--- config.mk ---
export PLATFORM = sky130hd
export DESIGN_NAME = regfile
export DESIGN_NICKNAME = d
export VERILOG_FILES = /design/src/rtl/regfile.sv
export SDC_FILE = /design/constraint.sdc
export NUM_CORES = 2
export LEC_CHECK = 0
export CORE_UTILIZATION = 45
export DETAILED_ROUTE_END_ITERATION = 8
export GPL_ROUTABILITY_DRIVEN = 0
export PLACE_DENSITY = 0.68
export RECOVER_POWER = 50
export SLEW_MARGIN = 20
export SYNTH_ARGS = -nofsm -noshare
export SYNTH_HDL_FRONTEND = slang
export SYNTH_SLANG_ARGS = --single-unit
--- constraint.sdc ---
create_clock -name clk -period 5.6 [get_ports clk]
set_input_delay 0.84 -clock clk [delete_from_list [all_inputs] [get_ports clk]]
set_output_delay 0.84 -clock clk [all_outputs]
set_load 0.005 [all_outputs]
--- src/rtl/regfile.sv ---
// RV32I integer register file with write-through read ports
// and the decode-to-execute operand register.
module regfile #(
    parameter int XLEN  = 32,
    parameter int NREGS = 32
) (
    input  logic            clk,
    input  logic            rst_n,
    input  logic            rd_write_w,
    input  logic [4:0]      rd_w,
    input  logic [XLEN-1:0] rd_data_w,
    input  logic [4:0]      rs1_d,
    input  logic [4:0]      rs2_d,
    output logic [XLEN-1:0] rs1_data_d,
    output logic [XLEN-1:0] rs2_data_d,
    input  logic            stall_e,
    input  logic            flush_e,
    output logic [4:0]      rs1_e,
    output logic [4:0]      rs2_e,
    output logic [XLEN-1:0] rs1_data_e,
    output logic [XLEN-1:0] rs2_data_e
);

    logic [XLEN-1:0] r_regs [1:NREGS-1];
    logic [4:0]      r_rs1_e;
    logic [4:0]      r_rs2_e;
    logic [XLEN-1:0] r_rs1_data_e;
    logic [XLEN-1:0] r_rs2_data_e;
    logic            w_wr_en;
    logic [XLEN-1:0] w_rs1_data;
    logic [XLEN-1:0] w_rs2_data;
    logic            w_ref1;
    logic            w_ref2;

    assign w_wr_en = rd_write_w && (rd_w != 5'd0);

    // x0 reads zero; a same-cycle write to the index wins over storage
    always_comb begin
        w_rs1_data = '0;
        if (rs1_d != 5'd0) begin
            if (w_wr_en && rd_w == rs1_d) w_rs1_data = rd_data_w;
            else                          w_rs1_data = r_regs[rs1_d];
        end
    end

    always_comb begin
        w_rs2_data = '0;
        if (rs2_d != 5'd0) begin
            if (w_wr_en && rd_w == rs2_d) w_rs2_data = rd_data_w;
            else                          w_rs2_data = r_regs[rs2_d];
        end
    end

    assign w_ref1 = w_wr_en && (rd_w == r_rs1_e);
    assign w_ref2 = w_wr_en && (rd_w == r_rs2_e);

    always_ff @(posedge clk or negedge rst_n) begin
        if (!rst_n) begin
            for (int i = 1; i < NREGS; i++) r_regs[i] <= '0;
        end else if (w_wr_en) begin
            r_regs[rd_w] <= rd_data_w;
        end
    end

    // Flush beats stall; a stalled operand still picks up a late writeback
    always_ff @(posedge clk or negedge rst_n) begin
        if (!rst_n) begin
            r_rs1_e      <= '0;
            r_rs2_e      <= '0;
            r_rs1_data_e <= '0;
            r_rs2_data_e <= '0;
        end else if (flush_e) begin
            r_rs1_e      <= '0;
            r_rs2_e      <= '0;
            r_rs1_data_e <= '0;
            r_rs2_data_e <= '0;
        end else if (!stall_e) begin
            r_rs1_e      <= rs1_d;
            r_rs2_e      <= rs2_d;
            r_rs1_data_e <= w_rs1_data;
            r_rs2_data_e <= w_rs2_data;
        end else begin
            if (w_ref1) r_rs1_data_e <= rd_data_w;
            if (w_ref2) r_rs2_data_e <= rd_data_w;
        end
    end

    assign rs1_data_d = w_rs1_data;
    assign rs2_data_d = w_rs2_data;
    assign rs1_e      = r_rs1_e;
    assign rs2_e      = r_rs2_e;
    assign rs1_data_e = r_rs1_data_e;
    assign rs2_data_e = r_rs2_data_e;

endmodule

==> impl_metrics.csv <==
group,metric,value,unit
job,max_cap_violations,18,
sta,holdWs,495,ps
clock_network,cts_tree,"built",
global_route,grt_antenna_before_repair,14,
global_route,grt_max_degree,153,
yosys,yosys-top-cells-area,"dfrtp_1, mux2_2, mux4_2, mux2i_1, clkbuf_1",
worst_setup_path,cp-start-kind,"input port",
yosys,syn_area,57800,um2
finish,nFillCells,10900,
finish,nNetsFinal,4599,
finish,multi_input_area,29100,um2
worst_setup_path,rr_startpoint,"r_regs[31]",
sta,skew,30.2,ps
worst_setup_path,worstPathMaxFanout,32,
finish,regArea,26700,um2
drt,wire_per_inst,32.7,um
outcome,violations,"max-capacitance violations, max-slew violations",
worst_setup_path,rr_worst_depth,6,
yosys,async_flop_share,1.00,
clock_network,insertion_delay,750,ps
sta,tightestPinTransition,3910,ps
yosys,syn_nets,4558,
min_path,hold-path-endpoint,"rs1_data_e[8]",
floorplanning,start_util,0.453,
clock_network,ctsResizeCount,0,
global_route,grt_pass1_wl,300,mm
sta,relSlewSlack,-1.61,
drt,wl,206,mm
yosys,ys.flop_type,"dfrtp_1",
worst_setup_path,r2r_end,"rs2_data_e[31]",
drt,via_per_inst,6.67,
clock_network,cts_made_buffers,114,
worst_setup_path,r2r_slack,2940,ps
yosys,yosys.area.top_type,"dfrtp_1",
floorplanning,die_area,130000,um2
sta,finalSetupViolCount,0,
drt,vias,42100,
clock_network,htree_levels,3,
min_path,hold_path_startpoint,"rs1_data_e[8]",
sta,rsz0062_at_grt,"no",
yosys,synth_top_area_frac,0.461,
finish,layout-drive-gt1-share,0.370,
yosys,synth-seq-cells,1066,
min_path,hp-class,"reg -> reg",
sta,fmax,0.199,GHz
drt,firstDrtPassIters,5,
yosys,synthCells,4506,
global_route,track_usage,0.315,
yosys,syn_area_per_cell,12.8,um2
clock_network,clock_sinks,1066,
floorplanning,core_area,128000,um2
floorplanning,die_w,360,um
global_route,grt_pass1_vias,42000,
clock_network,cts_buffer_depth,3,
worst_setup_path,path_class,"in -> out",
drt,drc_errors,0,
sta,period_minus_slack,5030,ps
sta,drv_slew,985,
yosys,synth_cell_type_count,49,
floorplanning,num_rows,131,
clock_network,root_buffer,"clkbuf_16",
floorplanning,ios,190,
clock_network,clkTransAtPathRegs,60,ps
yosys,yosysSeqAreaShare,0.461,
outcome,run_status,"complete, but fails checks",
placement,portBuffers,189,
pwr,leakage,28.8,nW
global_route,overflow,0,
drt,first_iter_violations,4934,
finish,syn2layout_area_growth,13.4,%
yosys,yosysWarnings,0,
clock_network,postCtsHoldBufs,0,
sta,setup_tns,0,ps
worst_setup_path,required,4760,ps
sta,period_share,0.898,
clock_network,post_cts_buffers,0,
worst_setup_path,end_kind,"output port",
sta,hold_viol_final,0,
yosys,synth-edff-count,0,
pwr,ir_drop,0.000236,V
min_path,min_path_cells,2,
pwr,power.density,353,nW/um2
worst_setup_path,worstPathArrival,4190,ps
drt,ant_nets,0,
placement,place_hpwl,128,mm
floorplanning,fp.dieH,360,um
[through the flow]
| step | util | area [um2] | cells | worst slack (ps) | power, mW |
|---|---|---|---|---|---|
| 3_5_place_dp | 0.485 | 61800 | 6093 | 721 | 15.2 |
| 3_3_place_gp | 0.485 | 61800 | 6092 | 759 | 15.0 |
| 5_1_grt | 0.514 | 65600 | 6305 | 365 | 24.0 |
| 6_report | 0.514 | 65600 | 6310 | 572 | 23.1 |
| 4_1_cts | 0.515 | 65700 | 6305 | 718 | 23.1 |
| 2_1_floorplan | - | 57800 | 4506 | 2240 | 13.4 |
[layout by cell type, fill, tap and decap left out, types with 6 or more instances in the layout]
cell type,instances
nand2b_1,19
nand4_1,11
inv_1,19
clkinv_2,23
nor2_1,139
buf_4,157
o221ai_1,8
clkdlybuf4s50_1,174
nor2b_4,7
o32ai_1,39
a31oi_1,36
nand3_1,20
a22o_1,23
mux4_2,230
clkbuf_8,28
nor3_1,18
a21oi_1,35
xor2_1,8
buf_12,30
a32oi_1,11
or2_2,6
o21ai_1,16
mux2_2,1040
a221oi_1,30
nand2_2,13
and3_1,17
bufinv_16,10
clkbuf_16,116
dfrtp_1,1066
clkbuf_1,40
a221o_1,83
o22ai_1,96
and2_1,29
a22oi_1,89
o21ai_0,160
xnor2_1,12
nor2_4,17
nand2_1,193
mux2i_1,485
o211ai_1,23
[cells by family (layout without fill, tap and decap cells)]
family | after synthesis | count (layout) | share of synthesized area
xor+xnor | 20 | 20 | 0.00303
compound gates | 659 | 659 | 0.0797
mux | 1755 | 1755 | 0.376
flops | 1066 | 1066 | 0.461
simple gates | 516 | 516 | 0.0400
other cells | 0 | 5 | 0
buf+inv | 490 | 627 | 0.0398
[how the worst max path moves through the flow]
stage	from	to	slack, ps	depth (start not counted)
2_1_floorplan	rs2_d[0]	rs2_data_d[21]	2240	9
3_3_place_gp	rd_w[1]	rs2_data_d[6]	760	8
3_5_place_dp	rd_w[1]	rs2_data_d[6]	720	8
4_1_cts	rd_w[1]	rs2_data_d[6]	720	8
5_1_grt	rst_n	r_regs[941]	370	2
6_report	rd_w[4]	rs2_data_d[6]	570	9
[flip-flops by register name, summed over array words and instances, names as in the netlist]
signal,count
rs2_e,5
rs1_data_e,32
rs2_data_e,32
rs1_e,5
r_regs,992
[report_power, final]
part | total (mW) | switching [mW] | internal [mW]
combinational | 4.91 | 2.22 | 2.70
clock | 7.94 | 3.32 | 4.63
sequential | 10.3 | 1.12 | 9.15
total | 23.1 | 6.65 | 16.5
[metal layers]
metal / vias to the layer above / global-route usage / wire (um)
met4: 18 / 0.147 / 10200
li1: 17100 / - / -
met3: 525 / 0.0796 / 22700
met5: - / 0 / 135
met1: 22100 / 0.439 / 83400
met2: 2394 / 0.461 / 89600
[final cells by class]
cell class,count,share of cell area
diodes,5,0.000191
clock buffers,169,0.0516
clock inverters,43,0.00792
inverters,20,0.00116
multi-input cells,2950,0.444
flip-flops and latches,1066,0.407
well taps,1662,0.0317
repair buffers,395,0.0569
[cell usage after synthesis (2+ instances only)]
cell type	count
mux2i_1	485
nor3b_1	4
o211ai_1	23
a211oi_1	5
nand4_1	11
a32oi_1	11
nand2_1	209
nor2_1	155
nand3_1	20
xor2_1	8
nand2b_1	23
o221ai_1	8
buf_2	130
a31oi_1	36
a221o_1	83
and2_1	29
nand3b_1	3
a221oi_1	30
o32ai_1	39
dfrtp_1	1066
or2_2	6
buf_1	14
a21oi_1	35
a22oi_1	89
o22ai_1	96
and3_1	17
inv_1	20
buf_4	32
clkbuf_1	270
nor4_4	2
xnor2_1	12
nor3_1	18
mux2_2	1040
buf_6	22
nor4_1	2
o21ai_1	16
nor2b_1	14
mux4_2	230
a22o_1	23
o21ai_0	161
[critical path, stage by stage]
cell	delay [ps]
dlygate4sd3_1	550
clkbuf_1	530
xnor2_1	190
nand3_1	90
or4_4	700
buf_12	300
and3_1	280
nor2_1	160
clkdlybuf4s50_1	510
Note: power is estimated with default switching activity, not from simulation.
